`src/rtl/clock_divider_n.sv`:
```
// ---------------------------------------------------------------------------
// clock_divider_n
//
// Programmable integer divide-by-N for the clk_in domain. It produces a
// registered, near-50% divided clock and a one-cycle tick for each rising
// edge of that clock. Downstream logic should use tick as a clock enable
// rather than clocking from clk_out.
//
// The divisor can be changed at runtime. A requested value is parked in a
// pending register and moved into force only at a period boundary (the
// counter wrap), or immediately when the divider is idle. Because of this,
// a change never produces a runt or glitched period.
//
// Ports
//   clk_in      in   1      system clock
//   rst         in   1      synchronous, active-high reset
//   en          in   1      run enable; 0 = idle (phase and outputs cleared)
//   div_val     in   CNT_W  requested divisor N (0 is treated as 1)
//   div_load    in   1      strobe: capture div_val into the pending register
//   div_ack     out  1      pulse: the pending divisor has just become active
//   div_active  out  CNT_W  divisor currently in force
//   clk_out     out  1      divided clock, high for ceil(N/2) of N cycles
//   tick        out  1      pulse coincident with each clk_out rising edge
// ---------------------------------------------------------------------------
module clock_divider_n #(
    parameter int CNT_W     = 16,
    parameter int DIV_RESET = 4
) (
    input  logic             clk_in,
    input  logic             rst,
    input  logic             en,
    input  logic [CNT_W-1:0] div_val,
    input  logic             div_load,
    output logic             div_ack,
    output logic [CNT_W-1:0] div_active,
    output logic             clk_out,
    output logic             tick
);

    localparam logic [CNT_W-1:0] DIV_RST_C = CNT_W'(DIV_RESET);
    localparam logic [CNT_W-1:0] ONE_C     = CNT_W'(1);

    logic [CNT_W-1:0] cnt_q,      cnt_d;
    logic [CNT_W-1:0] active_q,   active_d;
    logic [CNT_W-1:0] pend_q,     pend_d;
    logic             pend_vld_q, pend_vld_d;
    logic             clk_out_q,  clk_out_d;
    logic             tick_q,     tick_d;
    logic             ack_q,      ack_d;

    logic [CNT_W:0]   half;
    logic             wrap;
    logic             apply;

    // High-phase length ceil(N/2). One extra bit keeps N = 2^CNT_W-1
    // from overflowing when the +1 is added.
    assign half = ({1'b0, active_q} + {{CNT_W{1'b0}}, 1'b1}) >> 1;

    // active_q is never 0, so N-1 cannot underflow.
    assign wrap = (cnt_q == (active_q - ONE_C));

    // While running, only swap divisors on the last cycle of a period; while
    // idle there is no period to protect, so swap at once.
    assign apply = pend_vld_q && (!en || wrap);

    always_comb begin
        cnt_d      = cnt_q;
        active_d   = active_q;
        pend_d     = pend_q;
        pend_vld_d = pend_vld_q;
        clk_out_d  = 1'b0;
        tick_d     = 1'b0;
        ack_d      = apply;

        if (en) begin
            clk_out_d = ({1'b0, cnt_q} < half);
            tick_d    = (cnt_q == '0);
            cnt_d     = wrap ? '0 : (cnt_q + ONE_C);
        end else begin
            cnt_d = '0;
        end

        if (apply) begin
            active_d   = pend_q;
            pend_vld_d = 1'b0;
        end

        // A load in the same cycle as an apply becomes the next pending
        // value; the old pending value has already been consumed above.
        if (div_load) begin
            pend_d     = (div_val == '0) ? ONE_C : div_val;
            pend_vld_d = 1'b1;
        end
    end

    always_ff @(posedge clk_in) begin
        if (rst) begin
            cnt_q      <= '0;
            active_q   <= DIV_RST_C;
            pend_vld_q <= 1'b0;
            clk_out_q  <= 1'b0;
            tick_q     <= 1'b0;
            ack_q      <= 1'b0;
        end else begin
            cnt_q      <= cnt_d;
            active_q   <= active_d;
            pend_vld_q <= pend_vld_d;
            clk_out_q  <= clk_out_d;
            tick_q     <= tick_d;
            ack_q      <= ack_d;
        end
    end

    // Pending value is qualified by pend_vld_q, so it needs no reset.
    always_ff @(posedge clk_in) begin
        pend_q <= pend_d;
    end

    assign div_ack    = ack_q;
    assign div_active = active_q;
    assign clk_out    = clk_out_q;
    assign tick       = tick_q;

endmodule
```
`config.mk`:
```
export PLATFORM = sky130hd
export DESIGN_NAME = clock_divider_n
export DESIGN_NICKNAME = d
export VERILOG_FILES = /design/src/rtl/clock_divider_n.sv
export SDC_FILE = /design/constraint.sdc
export NUM_CORES = 1
export LEC_CHECK = 0
export CAP_MARGIN = 20
export CORE_ASPECT_RATIO = 1.2
export CORE_UTILIZATION = 48
export CTS_CLUSTER_SIZE = 16
export DETAILED_ROUTE_END_ITERATION = 10
export PLACE_DENSITY = 0.71
export RECOVER_POWER = 50
export SLEW_MARGIN = 20
export SYNTH_ARGS = -nofsm -noshare
export SYNTH_HDL_FRONTEND = slang
export SYNTH_SLANG_ARGS = --single-unit
export TNS_END_PERCENT = 10
```
`constraint.sdc`:
```
create_clock -name clk_in -period 3.7 [get_ports clk_in]
set_input_delay 0.555 -clock clk_in [delete_from_list [all_inputs] [get_ports clk_in]]
set_output_delay 0.555 -clock clk_in [all_outputs]
set_load 0.005 [all_outputs]
```
==> key figures, run 1 <==
Detailed routing
  • DRC viols: 0
  • 1st-iter DRT viols: 63
  • Final wirelength: 6.60 mm
  • Initial DRT Pass Iterations: 4
  • WL/cell: 14.9 um
  • DR vias/cell: 5.49
  • Vias: 2436
  • Post-route ant nets: 0

Layout
  • Final #Nets: 397
  • Most common cell after layout, fill and taps aside: nor2_1
  • Most frequent cells in the layout: 42 x nor2_1, 36 x dfxtp_1, 24 x xor2_1, 24 x dlygate4sd3_1, 22 x xnor2_1
  • Share of cells above drive strength 1: 0.0446
  • Area delta synth->final: 13.4%
  • Ant. Diodes: 0

Synthesis
  • Mapped Nets: between 300 and 400
  • Post-synth EDFFs: 16
  • Cell Area, Synth: 3210 um2
  • Avg Cell Area, Syn: slightly above 9 um2
  • Cell count after synthesis: around 350
  • Syn. warnings: 0
  • Post-synthesis sequential area ratio: 0.374
  • Ys flop type: dfxtp_1
  • Synth cell types: 50
  • FF+latch count, synth: 52
  • FFs w/ async S/R, synth: 0

Timing
  • Minimum clock period: 3160 ps
  • Worst-Margin Slew: roughly 740 ps
  • Final Hold Vio Count: 0
  • Final Cycle Share: 0.855
  • Endpoints failing setup: 0
  • Skew final: 9.97 ps
  • Sum Neg Setup Slack: 0 ps
  • Final Max Slew Viols: 0
  • Worst slew margin: 0.503
  • Max frequency: 316 MHz
  • Unrepaired setup endpoints after global routing: false

Setup path
  • Setup CP Type: register to register
  • Crit path arrival time: between 3000 and 4000 ps
  • Top delay family on crit path: simple AND/OR/NAND/NOR gates
  • Worst path cell trace: inv_1, ha_1, or3b_1, or4_1, a211oi_1, o22ai_1, o41ai_4, buf_4, mux2i_1, nor2_1
  • WP data required: 3890 ps
  • Flop2flop setup slack: 540 ps
  • CP max-delay cell: or4_1
  • CP bufs+invs: 2
  • Crit path launch type: register
  • Crit end category: register
  • CP max stage delay: 510 ps
  • Worst-path fanout max: 18

GRT
  • GRT busiest layer: met2
  • Gr usage total: 0.201
  • Initial antenna violation count: 0
  • Largest net degree at the start of global routing: 21
  • Total grt overflow: 0
  • First-pass GRT wire length: between 10 and 15 mm
  • Vias in the first global route: 2394
  • Met3 Track Usage GR: 0.0388
  • Met1 GRT Util: 0.231
  • Met2 Use GR: 0.356

Power and ir drop
  • Comb power frac: 0.128
  • Leak pwr: 1.33 nW
  • Worst vdd ir: 190 uV
  • Pwr Density: 332 nW/um2
  • Pwr Total: between 1 and 1.5 mW
  • Flop pwr share: 0.527
  • Clock Power Share: 0.344
  • P_int: 0.902 mW
  • Switch Pwr: 0.308 mW
  • Switching Share: 0.254

Place
  • Detailed Place HPWL: 5.02 mm
  • Port bufs: 38
  • GP Congestion: 0.838

CTS
  • # Post-CTS Setup Buffers: 0
  • Num Clock Sinks: 52
  • Worst-path clk slew: 100 ps
  • Clk root buf: clkbuf_8
  • Clk_lat worst skew: between 300 and 400 ps
  • CTS tree: yes
  • Hold_buf cts: 0
  • H-tree levels: 2
  • Post_cts resized: 0
  • CTS Buf Count: 5
  • Clock Path Buffers: 2

Die
  • Die Y: ~92 um
  • Die ar.: 7020 um2
  • Ports: 39
  • Initial Util: 0.498
  • Core Region: ~6400 um2
  • Chip width: 76.7 um
  • Row count: 32

Run status
  • Run status: finished clean

Hold path
  • Hold Crit Class: register to register

Job
  • Max-cap violations: 0
## synthesized netlist by cell type, types with 2 or more instances
library cell  instances  share of area
nor2_1               42          0.049
dfxtp_1              36           0.22
clkbuf_1             28          0.033
xor2_1               24          0.065
xnor2_1              22          0.060
ha_1                 19          0.074
edfxtp_1             16           0.15
mux2i_1              15          0.047
nand3_1              15          0.023
nand4_1              12          0.023
nor3_1               11          0.017
buf_2                10          0.016
nand2_1               9          0.011
nor4_1                9          0.018
inv_1                 8         0.0093
or4_1                 8          0.019
a21oi_1               7          0.011
o21ai_0               7          0.011
nor2b_1               5         0.0097
a21o_1                4         0.0093
and3_1                4         0.0078
nor4b_1               4          0.011
nand2b_1              3         0.0058
or3_1                 3         0.0058
a31oi_1               2         0.0039
buf_6                 2         0.0070
o221ai_1              2         0.0055
o31ai_1               2         0.0047
## layer usage
metal	wire (um)	part of all wire
met2	3400	0.51
met3	160	0.024
met5	0	0
met1	2840	0.43
met4	201	0.030
## cell type report
class	count	area, um2
clock buffer	5	68.8
clock inverter	3	50.0
fill	590	2800
inverter	8	30.0
multi-input combinational	249	1790
sequential	52	1200
tap	85	106
timing repair buffer	42	399
## stage by stage
step                      setup WS (ps)  hold WS, ps   util  std cells  instance area [um2]
after floorplan                     783          456      -        351                 3210
after global placement              672          460  0.548        436                 3530
after detailed placement            529          471  0.548        436                 3530
after CTS                           520          499  0.567        444                 3650
after global routing                362          530  0.565        444                 3640
final                               537          495  0.565        444                 3640
## sequential cells by signal, summed over array words and instances (netlist names)
register / count
clk_out: 1
div_ack: 1
div_active: 16
tick: 1
pend_vld_q: 1
pend_q: 16
cnt_q: 16
## worst register-to-register path, stage by stage, from the launching register on
cell and delay (ps):
dfxtp_1 410, inv_1 90, ha_1 250, or3b_1 470, or4_1 520, a211oi_1 230, o22ai_1 150, o41ai_4 290
buf_4 330, mux2i_1 250, nor2_1 60
## kinds of logic after synthesis
| group | after synthesis | share of synthesized area |
|---|---|---|
| fa+ha+maj | 19 | 0.0740 |
| buf+inv | 50 | 0.0732 |
| compound gates | 37 | 0.0896 |
| mux | 15 | 0.0467 |
| simple gates | 132 | 0.217 |
| flops | 52 | 0.374 |
| xor+xnor | 46 | 0.125 |
## final timing paths
| kind | from | end | depth (start not counted) |
|---|---|---|---|
| setup / recovery | div_active[0]$_SDFFE_PP0P_ | div_active[9]$_SDFFE_PP0P_ | 10 |
| hold / removal | pend_q[5]$_SDFFCE_PN0P_ | div_active[5]$_SDFFE_PP0P_ | 2 |
| setup reg to reg | div_active[0]$_SDFFE_PP0P_ | div_active[9]$_SDFFE_PP0P_ | 10 |
| hold reg to reg | pend_q[5]$_SDFFCE_PN0P_ | div_active[5]$_SDFFE_PP0P_ | 2 |
## power groups by stage
stage	Combinational, mW	Sequential [mW]	Clock, mW
floorplan	0.115	0.639	0
global placement	0.159	0.651	0
detailed placement	0.161	0.652	0
CTS	0.162	0.638	0.424
global route	0.171	0.643	0.451
finish	0.155	0.638	0.416
(Power assumes the default switching activity.)
==> run 2, diff against run 1 <==
- CORE_UTILIZATION: 48 -> 40
==> run 2 against run 1 <==
- the run now ends with design-rule violations left
- core utilization fell by 9.5 points
- sequential power hardly changed
- combinational power is essentially flat
- global-route usage is 3.1 points lower
- via count rose by 1.8%
- clock power down 4%
- maximum frequency grew 0.21%
- die area rose by 19%
- largest cell class unchanged
- largest power group unchanged
==> key figures, run 2 (synthesized netlist as in run 1, its figures left out) <==
Detailed routing
  • Vias: 2479
  • DRC viols: 2
  • Initial DRT Pass Iterations: 7
  • Final wirelength: 6.57 mm
  • Post-route ant nets: 0
  • 1st-iter DRT viols: 78
  • WL/cell: 14.6 um
  • DR vias/cell: 5.50

Layout
  • Ant. Diodes: 0
  • Final #Nets: 397
  • Fin area: about 3600 um2
  • Most frequent cells in the layout: 42 x nor2_1, 36 x dfxtp_1, 24 x xor2_1, 24 x dlygate4sd3_1, 22 x xnor2_1
  • Area delta synth->final: 13.4%
  • Share of cells above drive strength 1: 0.0418
  • Most common cell after layout, fill and taps aside: nor2_1

Hold path
  • Hold Crit Class: register to register

CTS
  • Clk_lat worst skew: 310 ps
  • CTS Buf Count: 5
  • Post_cts resized: 0
  • CTS tree: yes
  • Clock Path Buffers: 2
  • Clk root buf: clkbuf_8
  • Num Clock Sinks: 52
  • # Post-CTS Setup Buffers: 0
  • Hold_buf cts: 0
  • Worst-path clk slew: 100 ps
  • H-tree levels: 2

Timing
  • Worst-Margin Slew: 716 ps
  • Unrepaired setup endpoints after global routing: false
  • Skew final: 6.65 ps
  • Final Cycle Share: 0.853
  • Final Hold Vio Count: 0
  • Final hold slack: 492 ps
  • Max frequency: 317 MHz
  • Endpoints failing setup: 0
  • Final Max Slew Viols: 0
  • Minimum clock period: 3160 ps
  • Worst slew margin: 0.521
  • Fin worst setup slack: 544 ps
  • Sum Neg Setup Slack: 0 ps

GRT
  • First-pass GRT wire length: ~11 mm
  • Vias in the first global route: 2424
  • Gr usage total: 0.170
  • Total grt overflow: 0
  • Initial antenna violation count: 0
  • Largest net degree at the start of global routing: 21

Die
  • Initial Util: 0.414
  • Row count: 35
  • Die ar.: between 8000 and 9000 um2
  • Chip width: 83.8 um
  • Die Y: 100 um
  • Core Region: between 7000 and 8000 um2
  • Ports: 39

Place
  • Placed inst area: 3540 um2
  • Pre-CTS setup slack: 554 ps
  • Port bufs: 38
  • GP Congestion: between 0.8 and 0.9
  • Detailed Place HPWL: approximately 5.1 mm

Run status
  • Run status: finished, violations left
  • Failing checks: design-rule violations

Setup path
  • WP data required: 3880 ps
  • CP max-delay cell: or4_1
  • Worst path cell trace: inv_1, ha_1, or3b_1, or4_1, a211oi_1, o22ai_1, o41ai_4, buf_4, mux2i_1, nor2_1
  • Setup CP Type: register to register
  • Crit path arrival time: 3340 ps
  • Worst-path fanout max: 18
  • CP max stage delay: 520 ps
  • Crit end category: register
  • Crit path launch type: register

Power and ir drop
  • Pwr Density: 327 nW/um2
  • Leak pwr: between 1 and 1.5 nW
  • Pwr Total: 1.19 mW
  • Worst vdd ir: 218 uV

Job
  • Max-cap violations: 0
==> run 2: cell count changes in the layout (fill, tap and decap cells not counted) <==
cell      change
clkinv_1      +1
clkinv_4      +1
inv_8         -1
inv_6         -1
==> run 2: critical path: cells and delay by family (launching register included) <==
| kind | cells | cell delay [ps] |
|---|---|---|
| AND/OR/NAND/NOR | 3 | 1060 |
| AO/OA/AOI/OAI | 3 | 670 |
| buffers and inverters | 2 | 420 |
| flip-flops | 1 | 410 |
| adder cells (fa/ha/maj) | 1 | 240 |
| multiplexers | 1 | 240 |
==> run 2: cell type report <==
type	count	area [um2]
Clock inverter	3	42.5
Multi-Input combinational cell	249	1790
Inverter	8	30.0
Tap cell	92	115
Sequential cell	52	1200
Fill cell	732	4110
Timing Repair Buffer	42	399
Clock buffer	5	68.8
==> run 2: final timing paths <==
path / startpoint / to / slack (ps) / cells after the start
worst min-delay path: pend_q[7]$_SDFFCE_PN0P_ / div_active[7]$_SDFFE_PP0P_ / 490 / 2
worst max-delay path: div_active[0]$_SDFFE_PP0P_ / div_active[12]$_SDFFE_PP0P_ / 540 / 10
worst max register to register: div_active[0]$_SDFFE_PP0P_ / div_active[12]$_SDFFE_PP0P_ / 540 / 10
worst min register to register: pend_q[7]$_SDFFCE_PN0P_ / div_active[7]$_SDFFE_PP0P_ / 490 / 2
==> run 2: routing by layer <==
layer | global-route usage | part of all wire | up-vias
met4 | 0.0451 | 0.016 | 0
met5 | 0 | 0 | -
met1 | 0.208 | 0.45 | 1173
li1 | - | - | 1246
met3 | 0.0329 | 0.033 | 10
met2 | 0.305 | 0.50 | 50
==> run 2: through the flow <==
stage | cells | utilization
5_1_grt | 451 | 0.470
3_3_place_gp | 443 | 0.457
3_5_place_dp | 443 | 0.457
2_1_floorplan | 351 | -
4_1_cts | 451 | 0.472
6_report | 451 | 0.470
==> run 2: report_power, final <==
part           leakage [nW]  internal (mW)  switching, mW
Clock                0.0558          0.201          0.198
Sequential            0.449          0.614         0.0247
Combinational         0.823         0.0792         0.0757
